[config.mk]
export PLATFORM = sky130hd
export DESIGN_NAME = dac_spi_driver_flat
export DESIGN_NICKNAME = d
export VERILOG_FILES = /design/src/rtl/dac_spi_pkg.sv /design/src/rtl/dac_spi_driver_if.sv /design/src/rtl/spi_frame_tx.sv /design/src/rtl/dac_spi_driver.sv /design/src/flat_wrapper.sv
export SDC_FILE = /design/constraint.sdc
export NUM_CORES = 1
export LEC_CHECK = 0
export CORE_ASPECT_RATIO = 0.7
export CORE_UTILIZATION = 45
export CTS_BUF_LIST = sky130_fd_sc_hd__clkbuf_4
export DETAILED_ROUTE_END_ITERATION = 10
export GPL_ROUTABILITY_DRIVEN = 0
export GPL_TIMING_DRIVEN = 1
export PLACE_DENSITY = 0.67
export SYNTH_ARGS = -nofsm -noshare
export SYNTH_HDL_FRONTEND = slang
export SYNTH_HIERARCHICAL = 1
export SYNTH_SLANG_ARGS = --single-unit
[constraint.sdc]
create_clock -name i_clk -period 2.6 [get_ports i_clk]
set_clock_uncertainty 0.2 [all_clocks]
set_input_delay 0.26 -clock i_clk [delete_from_list [all_inputs] [get_ports i_clk]]
set_output_delay 0.26 -clock i_clk [all_outputs]
set_load 0.005 [all_outputs]
[src/rtl/dac_spi_pkg.sv]
// Shared widths, default DAC command bytes and the transaction state encoding
// for the dual-channel SPI DAC driver.
package dac_spi_pkg;

   localparam int FRAME_W = 24;
   localparam int DATA_W  = 16;
   localparam int CMD_W   = 8;

   localparam logic [CMD_W-1:0] CMD_A_DEFAULT = 8'h10;
   localparam logic [CMD_W-1:0] CMD_B_DEFAULT = 8'h11;

   typedef enum logic [2:0] {
      IDLE,
      SHIFT_A,
      GAP_A,
      SHIFT_B,
      GAP_B,
      LDAC
   } state_t;

endpackage

[src/rtl/dac_spi_driver_if.sv]
// Sample-in / DAC-pins-out bundle between the sin/cos generator, the driver
// and the external DAC.
interface dac_spi_driver_if;

   logic                          i_enable;
   logic [dac_spi_pkg::DATA_W-1:0] i_cos;
   logic [dac_spi_pkg::DATA_W-1:0] i_sin;
   logic                          i_valid;
   logic                          o_sclk;
   logic                          o_mosi;
   logic                          o_cs_n;
   logic                          o_ldac_n;
   logic                          o_busy;
   logic                          o_done;
   logic                          o_overrun;

   modport slave (
      input  i_enable, i_cos, i_sin, i_valid,
      output o_sclk, o_mosi, o_cs_n, o_ldac_n, o_busy, o_done, o_overrun
   );

   modport master (
      output i_enable, i_cos, i_sin, i_valid,
      input  o_sclk, o_mosi, o_cs_n, o_ldac_n, o_busy, o_done, o_overrun
   );

endinterface

[src/rtl/spi_frame_tx.sv]
// Single 24-bit SPI frame serialiser, CPOL=0, MSB first. o_done is high in the
// last cs-low cycle so the sequencer can move on without losing a cycle.
module spi_frame_tx
   import dac_spi_pkg::*;
#(
   parameter int unsigned CLK_DIV = 4
) (
   input  logic               i_clk,
   input  logic               i_arst,
   input  logic               i_start,
   input  logic [FRAME_W-1:0] i_frame,
   output logic               o_sclk,
   output logic               o_mosi,
   output logic               o_cs_n,
   output logic               o_done
);

   localparam logic [7:0] HALF_LAST = 8'(CLK_DIV - 1);
   localparam logic [4:0] BIT_LAST  = 5'(FRAME_W - 1);

   logic               active;
   logic               sclk_q;
   logic [7:0]         half_cnt;
   logic [4:0]         bit_cnt;
   logic [FRAME_W-1:0] shreg;
   logic               half_end;

   assign half_end = (half_cnt == HALF_LAST);

   // NOTE: non-blocking assignments here so every flop samples pre-edge values.
   always_ff @(posedge i_clk or posedge i_arst) begin
      if (i_arst) begin
         active   <= 1'b0;
         sclk_q   <= 1'b0;
         half_cnt <= '0;
         bit_cnt  <= '0;
         shreg    <= '0;
      end else if (i_start) begin
         active   <= 1'b1;
         sclk_q   <= 1'b0;
         half_cnt <= '0;
         bit_cnt  <= '0;
         shreg    <= i_frame;
      end else if (active) begin
         if (half_end) begin
            half_cnt <= '0;
            if (!sclk_q) begin
               sclk_q <= 1'b1;
            end else begin
               sclk_q <= 1'b0;
               // The last bit is left in place so mosi holds through the gap.
               if (bit_cnt == BIT_LAST) begin
                  active <= 1'b0;
               end else begin
                  bit_cnt <= bit_cnt + 5'd1;
                  shreg   <= {shreg[FRAME_W-2:0], 1'b0};
               end
            end
         end else begin
            half_cnt <= half_cnt + 8'd1;
         end
      end
   end

   assign o_sclk = sclk_q;
   assign o_mosi = shreg[FRAME_W-1];
   assign o_cs_n = !active;
   assign o_done = active && sclk_q && half_end && (bit_cnt == BIT_LAST);

endmodule

[src/rtl/dac_spi_driver.sv]
// Writes each cos/sin pair to a dual-channel SPI DAC (A=cos, B=sin) and then
// pulses LDAC; a one-deep newest-wins buffer keeps the generator from stalling.
module dac_spi_driver
   import dac_spi_pkg::*;
#(
   parameter int unsigned      CLK_DIV = 4,
   parameter int unsigned      CS_GAP  = 4,
   parameter logic [CMD_W-1:0] CMD_A   = CMD_A_DEFAULT,
   parameter logic [CMD_W-1:0] CMD_B   = CMD_B_DEFAULT
) (
   input logic             i_clk,
   input logic             i_arst,
   dac_spi_driver_if.slave bus
);

   if (CLK_DIV < 1 || CLK_DIV > 255 || CS_GAP < 1 || CS_GAP > 255) begin : g_param_check
      $error("dac_spi_driver: CLK_DIV and CS_GAP must be in 1..255");
   end

   localparam logic [7:0] GAP_LAST  = 8'(CS_GAP - 1);
   localparam logic [7:0] LDAC_LAST = 8'(CLK_DIV - 1);

   state_t              state, state_next;
   logic [7:0]          cnt, cnt_next;
   logic [DATA_W-1:0]   sin_q, pend_cos, pend_sin;
   logic                pend_valid;
   logic                busy_q, done_q, ldac_n_q, overrun_q;
   logic                take, idle_free, from_pend, start_txn, pend_wr;
   logic [DATA_W-1:0]   start_cos, start_sin;
   logic                tx_start, tx_done;
   logic [FRAME_W-1:0]  tx_frame;

   // The o_done cycle never starts a transaction, so a sample arriving then
   // is parked and launched one cycle later like any other pending pair.
   assign take      = bus.i_valid && bus.i_enable;
   assign idle_free = (state == IDLE) && !done_q;
   assign from_pend = idle_free && pend_valid;
   assign start_txn = idle_free && (pend_valid || take);
   assign start_cos = from_pend ? pend_cos : bus.i_cos;
   assign start_sin = from_pend ? pend_sin : bus.i_sin;
   assign pend_wr   = take && !(idle_free && !pend_valid);

   // NOTE: every output of this block gets a default first, so no latches.
   always_comb begin
      state_next = state;
      cnt_next   = '0;
      tx_start   = 1'b0;
      tx_frame   = {CMD_A, start_cos};
      case (state)
         IDLE: begin
            if (start_txn) begin
               tx_start   = 1'b1;
               state_next = SHIFT_A;
            end
         end
         SHIFT_A: if (tx_done) state_next = GAP_A;
         GAP_A: begin
            if (cnt == GAP_LAST) begin
               tx_start   = 1'b1;
               tx_frame   = {CMD_B, sin_q};
               state_next = SHIFT_B;
            end else begin
               cnt_next = cnt + 8'd1;
            end
         end
         SHIFT_B: if (tx_done) state_next = GAP_B;
         GAP_B: begin
            if (cnt == GAP_LAST) state_next = LDAC;
            else                 cnt_next   = cnt + 8'd1;
         end
         LDAC: begin
            if (cnt == LDAC_LAST) state_next = IDLE;
            else                  cnt_next   = cnt + 8'd1;
         end
         default: state_next = IDLE;
      endcase
   end

   // Status pins are registered from the next state so they line up with cs_n.
   always_ff @(posedge i_clk or posedge i_arst) begin
      if (i_arst) begin
         state    <= IDLE;
         cnt      <= '0;
         busy_q   <= 1'b0;
         done_q   <= 1'b0;
         ldac_n_q <= 1'b1;
      end else begin
         state    <= state_next;
         cnt      <= cnt_next;
         busy_q   <= (state_next != IDLE);
         done_q   <= (state == LDAC) && (state_next == IDLE);
         ldac_n_q <= (state_next != LDAC);
      end
   end

   // NOTE: sample registers are reset as well, so a reset also discards the pending pair.
   always_ff @(posedge i_clk or posedge i_arst) begin
      if (i_arst) begin
         sin_q      <= '0;
         pend_cos   <= '0;
         pend_sin   <= '0;
         pend_valid <= 1'b0;
         overrun_q  <= 1'b0;
      end else begin
         if (start_txn) sin_q <= start_sin;
         overrun_q <= pend_wr && pend_valid && !from_pend;
         if (pend_wr) begin
            pend_valid <= 1'b1;
            pend_cos   <= bus.i_cos;
            pend_sin   <= bus.i_sin;
         end else if (from_pend) begin
            pend_valid <= 1'b0;
         end
      end
   end

   spi_frame_tx #(
      .CLK_DIV (CLK_DIV)
   ) u_tx (
      .i_clk   (i_clk),
      .i_arst  (i_arst),
      .i_start (tx_start),
      .i_frame (tx_frame),
      .o_sclk  (bus.o_sclk),
      .o_mosi  (bus.o_mosi),
      .o_cs_n  (bus.o_cs_n),
      .o_done  (tx_done)
   );

   assign bus.o_busy    = busy_q;
   assign bus.o_done    = done_q;
   assign bus.o_ldac_n  = ldac_n_q;
   assign bus.o_overrun = overrun_q;

endmodule

[src/flat_wrapper.sv]
// flat-port wrapper written by rule: the top's interface ports become plain ports
module dac_spi_driver_flat import dac_spi_pkg::*;
#(
   parameter int unsigned      CLK_DIV = 4,
   parameter int unsigned      CS_GAP  = 4,
   parameter logic [CMD_W-1:0] CMD_A   = CMD_A_DEFAULT,
   parameter logic [CMD_W-1:0] CMD_B   = CMD_B_DEFAULT
)
  (i_clk, i_arst, bus_i_enable, bus_i_cos, bus_i_sin, bus_i_valid, bus_o_sclk, bus_o_mosi, bus_o_cs_n, bus_o_ldac_n, bus_o_busy, bus_o_done, bus_o_overrun);
  dac_spi_driver_if bus_i ();
  input logic i_clk;
  input logic i_arst;
  input wire logic [$bits(bus_i.i_enable)-1:0] bus_i_enable;
  input wire logic [$bits(bus_i.i_cos)-1:0] bus_i_cos;
  input wire logic [$bits(bus_i.i_sin)-1:0] bus_i_sin;
  input wire logic [$bits(bus_i.i_valid)-1:0] bus_i_valid;
  output wire logic [$bits(bus_i.o_sclk)-1:0] bus_o_sclk;
  output wire logic [$bits(bus_i.o_mosi)-1:0] bus_o_mosi;
  output wire logic [$bits(bus_i.o_cs_n)-1:0] bus_o_cs_n;
  output wire logic [$bits(bus_i.o_ldac_n)-1:0] bus_o_ldac_n;
  output wire logic [$bits(bus_i.o_busy)-1:0] bus_o_busy;
  output wire logic [$bits(bus_i.o_done)-1:0] bus_o_done;
  output wire logic [$bits(bus_i.o_overrun)-1:0] bus_o_overrun;
  assign bus_i.i_enable = bus_i_enable;
  assign bus_i.i_cos = bus_i_cos;
  assign bus_i.i_sin = bus_i_sin;
  assign bus_i.i_valid = bus_i_valid;
  assign bus_o_sclk = bus_i.o_sclk;
  assign bus_o_mosi = bus_i.o_mosi;
  assign bus_o_cs_n = bus_i.o_cs_n;
  assign bus_o_ldac_n = bus_i.o_ldac_n;
  assign bus_o_busy = bus_i.o_busy;
  assign bus_o_done = bus_i.o_done;
  assign bus_o_overrun = bus_i.o_overrun;
  dac_spi_driver #(.CLK_DIV(CLK_DIV), .CS_GAP(CS_GAP), .CMD_A(CMD_A), .CMD_B(CMD_B)) u_core (.i_clk(i_clk), .i_arst(i_arst), .bus(bus_i));
endmodule
==> Yosys cells after proc, flatten, opt, wreduce, memory -nomap -nowiden <==
Cells that the tools add are included.
{ "totals": {"reg_bits": 103, "latch_bits": 0, "mem_bits_rw": 0, "mem_bits_ro": 0, "wordCells": 96, "n_memories": 0} }
{ "op_classes": {"n_addsub": 3, "n_mul": 0, "n_div": 0, "magnitude_cmp": 0, "n_eq_ne": 10, "n_shift": 0, "mux": 40, "n_bitwise": 0, "n_reduce_logical": 28} }
{ "ops": {"columns": ["op", "count"], "rows": [
  ["2-to-1 mux 24 bit", 6],
  ["2-to-1 mux 8 bit", 5],
  ["2-to-1 mux 16 bit", 2],
  ["2-to-1 mux 5 bit", 5],
  ["2-to-1 mux 3 bit", 6],
  ["case mux 3 bit (6 select lines)", 1],
  ["2-to-1 mux 17 bit", 1],
  ["adder 8 x 1 -> 8 bit (second input constant)", 2],
  ["== test 8 x 2 -> 1 bit (second input constant)", 2],
  ["2-to-1 mux 1 bit", 13],
  ["logical AND 1 bit", 12],
  ["nonzero test 2 bit", 4],
  ["== test 3 x 2 -> 1 bit (second input constant)", 2],
  ["== test 3 bit (second input constant)", 2],
  ["zero test 3 bit", 2],
  ["adder 5 x 1 -> 5 bit (second input constant)", 1],
  ["== test 5 bit (second input constant)", 1],
  ["zero test 1 bit", 5],
  ["AND reduction 4 bit", 1],
  ["== test 3 x 1 -> 1 bit (second input constant)", 1],
  ["inequality test 3 bit (second input constant)", 1],
  ["nonzero test 3 bit", 1],
  ["OR reduction 3 bit", 1],
  ["inequality test 2 x 1 -> 1 bit (second input constant)", 1],
  ["3 further kinds", 3]
]} }

==> Logic depth before layout (Yosys ltp) <==
{ "logic_depth": {"ltp_word": 7, "mapped_depth": 9, "mapped_depth_nobuf": 7} }

==> Cells and area by module <==
Netlist, hierarchy kept.
{ "modules_own_cells": {"columns": ["module", "n_inst", "cells_each", "area_per_inst_um2", "seq_area_each_um2"], "rows": [
  ["dac_spi_driver", 1, 268, 3046.7, 1602.8],
  ["spi_frame_tx", 1, 187, 1923.1, 975.9]
]} }

==> Worst setup path before layout <==
Ideal clock, no wire load.
{ "synth_path": {"path_type": "register to register", "startpoint": "register u_core.state[0]", "endpoint": "register u_core.u_tx.half_cnt[6]", "setup_time_ps": 104, "arrival_time_ps": 2226, "path_slack_ps": 70, "path_stages_with_launch": 10, "n_path_buf": 3, "period_less_slack_ps": 2530, "path_cell_list": "dfrtp_1 > buf_6 > nor4_4 > o21a_1 > buf_2 > nand2b_1 > buf_4 > o2111ai_1 > or3_1 > a221oi_1"} }
{ "synth_via": {"elab_chain_len": 6} }
{ "synth_lines": {"columns": ["item", "line", "rtl"], "rows": [
  ["start, declared", "dac_spi_driver.sv:23", "state_t state, state_next;"],
  ["start signal, assigned", "dac_spi_driver.sv:88", "state <= state_next;"],
  ["zero test 3 bit", "dac_spi_driver.sv:36, dac_spi_driver.sv:49", null],
  ["logical AND 1 bit", "dac_spi_driver.sv:36", "assign idle_free = (state == IDLE) && !done_q;"],
  ["logical AND 1 bit", "dac_spi_driver.sv:38", "assign start_txn = idle_free && (pend_valid || take);"],
  ["2-to-1 mux 1 bit", "dac_spi_driver.sv:51", "if (start_txn) begin"],
  ["case mux 1 bit (2 select lines) *", "dac_spi_driver.sv:49", "case (state)"],
  ["named net u_core.tx_start", "dac_spi_driver.sv:30", "logic tx_start, tx_done;"],
  ["2-to-1 mux 8 bit / nonzero test 2 bit (equally long branches)", null, null],
  ["end signal, assigned", "spi_frame_tx.sv:60", "half_cnt <= half_cnt + 8'd1;"],
  ["end, declared", "spi_frame_tx.sv:23", "logic [7:0] half_cnt;"]
]} }
The timed path passes the listed nets; every way through them passes the cells marked *.
A chain may end at the register's enable or synchronous reset.

==> Final worst setup path <==
Ends and elaborated chain as after synthesis.

==> results.md <==
* Slew headroom at around 59%
* Die area at about 11000 um^2
* Htree depth at 3
* Largest net degree at the start of global routing at 65
* Total gr overflow at 0
* Initial antenna violation count at 0
* Crit end category: register
* Core Rows at 31
* DIE HEIGHT at roughly 90 um
* Post-DP HPWL at 6490 um
* Comb pwr share at 8.4%
* Switching portion of total power at between 20% and 30%
* CP startpoint kind: register
* Drt pass-1 iters at 4
* Mapped Area at 4970 um^2
* Max Transition Viols Final at 0
* Critical path data required time at approximately 2.8 ns
* # Max-Cap Violations at 0
* Status: complete, no violations
* Wire per inst at around 15 um
* Type of the worst setup path: reg2reg
* Synth top area cells: dfrtp_1 (51%), mux2i_1 (12%), mux2_2 (7.0%)
* Crit-path cells: nor4_4 > o21a_1 > nand2b_2 > o2111ai_1 > or3_1 > a221oi_1
* CTS tree: yes
* Max FO, Critical Path at 8
* Synth Instances at around 460
* Vias in the first global route at 3429
* Clk slew on worst S/H paths at between 0.1 and 0.15 ns
* Worst-Skew Late Latency at 0.46 ns
* Antenna Nets Post-Route at 0
* DRT Wirelength at between 9000 and 10000 um
* Worst Hold Depth at 3
* CTS root buf: clkbuf_4
* Worst R2R Setup Slack at ~0.22 ns
* Final WS setup at between 0.2 and 0.25 ns
* Starting Density at between 40 and 50%
* CTS buffer count at 9
* Origin of the worst setup path: u_core/state[0]
* Synth top cells by count: dfrtp_1 (102), mux2i_1 (58), nor2_1 (52)
* Syn-to-layout area delta at 14.7%
* EDFF count, synth at 0
* Core area at roughly 11000 um^2
* Post-CTS Setup Bufs at 0
* Max Root-Sink Buffers at 2
* Fmax at approximately 420 MHz
* Hold Crit Endpoint: u_core/pend_valid
* Port bufs at 42
* Top-count cell post-synth: dfrtp_1
* Synth warnings at 6
* Ys async rst share at 100%
* Pre-CTS WS at about 0.14 ns
* Vias per std cell at approximately 5.2
* Post-synthesis sequential area ratio at between 50% and 60%
* Hold-fix buffers, CTS at 1
* Arrival time at the worst endpoint at roughly 2.5 ns
* Io pins at 43
* HP Start: bus_i_enable
* Layout cells sized above 1 at between 10% and 20%
* Gr usage total at a little under a fifth
* Sequential power share at between 50 and 60%
* Nets@finish at roughly 540
* Tightest Pin Transition at 0.621 ns
* RSZ-0062 raised after global routing: false
* Max incr delay on CP at 0.51 ns
* Post-CTS Resized at 0
* Number of distinct library cells after synthesis at 51
* Peak supply drop at 0.000246 V
* Synthesis-stage register bit count at roughly 100
* Clock power share at between 30% and 40%
* R2r worst-path depth at 6
* Post-synth top area share at 51.4%
* Setup TNS at 0 ns
* Antenna cell count at 0
* Final Setup Violations at 0
* Sw Pwr at 658 uW
* Num Clock Sinks at approximately 100
* Detailed-route DRC error count at 0
* Pwr dens at 504 nW/um^2
* Worst r2r dst: u_core/u_tx/half_cnt[6]
* Worst R2R Start: u_core/state[0]
* Tmin final at between 2 and 2.5 ns
* DRT iter0 DRCs at about 170
* Final hold violations at 0
* First-pass GRT wire length at around 17000 um
* Internal at 2220 uW
* Syn Area/Cell at approximately 11 um^2
* Yosys top cell by area: dfrtp_1
* Hold/Removal Path Class: in2reg
* Critical-path top delay cell: dfrtp_1
* Top_reg_cell synth: dfrtp_1
* Leak at between 0.002 and 0.003 uW
* Via count at 3388
* Fin crit share at 91.5%
* Die W at approximately 130 um
## area by class of cell
| class | count | area (um^2) |
|---|---|---|
| clock inverter | 6 | 85.1 |
| sequential | 103 | 2580 |
| clock buffer | 10 | 75.1 |
| fill | 951 | 4850 |
| inverter | 9 | 33.8 |
| tap | 148 | 185 |
| multi-input combinational | 322 | 2210 |
| timing repair buffer | 54 | 538 |
## metrics by stage
stage / area [um^2] / hold WS, ns / util, % / total power, uW / std cells
finish: 5700 / 0.215 / 54.0 / 2880 / 652
global route: 5700 / 0.195 / 54.0 / 3010 / 652
CTS: 5700 / 0.191 / 54.0 / 2910 / 652
detailed placement: 5530 / 0.289 / 52.4 / 1990 / 635
global placement: 5530 / 0.273 / 52.4 / 1980 / 635
floorplan: 4990 / 0.192 / - / 1880 / 460
## power by group through the flow
| stage | clock network (uW) | logic, uW | registers, uW |
|---|---|---|---|
| 3_5_place_dp | 0 | 246 | 1740 |
| 2_1_floorplan | 0 | 147 | 1730 |
| 4_1_cts | 952 | 249 | 1710 |
| 6_report | 921 | 243 | 1710 |
| 5_1_grt | 1010 | 270 | 1720 |
| 3_3_place_gp | 0 | 240 | 1740 |
## sequential cells by signal, summed over array words and instances (netlist names)
signal,count
u_core/pend_sin,16
u_core/u_tx/active,1
u_core/u_tx/bit_cnt,5
u_core/cnt,8
u_core/bus.o_done,1
u_core/bus.o_overrun,1
u_core/sin_q,16
u_core/state,3
u_core/bus.o_busy,1
u_core/bus.o_ldac_n,1
u_core/u_tx/half_cnt,8
u_core/u_tx/shreg,24
u_core/u_tx/o_sclk,1
u_core/pend_valid,1
u_core/pend_cos,16
## kinds of logic (layout without fill, tap and decap cells)
group                      Yosys count  in the layout  synth area share, %
AOI/OAI and AO/OA                   79             79                 8.86
muxes                               90             90                 18.9
buffers and inverters               35             79                 4.15
adders and majority gates            3              3                0.755
other                                2              7                0.151
and+or+nand+nor                    130            130                 13.0
xor gates and xnor gates            13             13                 2.29
DFF                                103            103                 51.9
## critical path: cells and delay by family, from the launching register on
kind,cells,cell delay (ns)
flip-flops,1,0.51
AO/OA/AOI/OAI,3,0.65
AND/OR/NAND/NOR,3,0.92
## worst max path at each step
| stage | to | slack, ns | cells past startpoint |
|---|---|---|---|
| global placement | u_core/u_tx/half_cnt[6] | 0.22 | 7 |
| finish | u_core/u_tx/half_cnt[6] | 0.22 | 6 |
| floorplan | u_core/u_tx/half_cnt[6] | 0.07 | 9 |
| CTS | u_core/u_tx/half_cnt[6] | 0.24 | 6 |
| global route | u_core/u_tx/half_cnt[6] | 0.04 | 6 |
| detailed placement | u_core/u_tx/half_cnt[6] | 0.14 | 7 |
## layer usage
| metal | track usage [%] | part of all wire [%] | vias up | wire length, um |
|---|---|---|---|---|
| met4 | 5.29 | 0.63 | 0 | 60 |
| met3 | 4.82 | 3.6 | 4 | 344 |
| met1 | 26.3 | 49 | 1662 | 4690 |
| li1 | - | - | 1663 | - |
| met5 | 0 | 0 | - | 0 |
| met2 | 28.1 | 47 | 59 | 4450 |
## cell usage in the layout (no fill, tap or decap), types with 4 or more instances in the layout
| cell | count |
|---|---|
| nand2_1 | 34 |
| o21ai_1 | 7 |
| o21ai_0 | 20 |
| clkbuf_4 | 10 |
| mux2i_1 | 58 |
| nand3_1 | 8 |
| mux2_2 | 31 |
| nor2_1 | 52 |
| dfrtp_1 | 102 |
| a21oi_1 | 39 |
| xor2_1 | 11 |
| clkdlybuf4s50_1 | 42 |
| conb_1 | 7 |
| buf_4 | 9 |
| and3_1 | 6 |
| or3_1 | 4 |
| inv_1 | 7 |
Note: power is estimated with default switching activity, not from simulation.
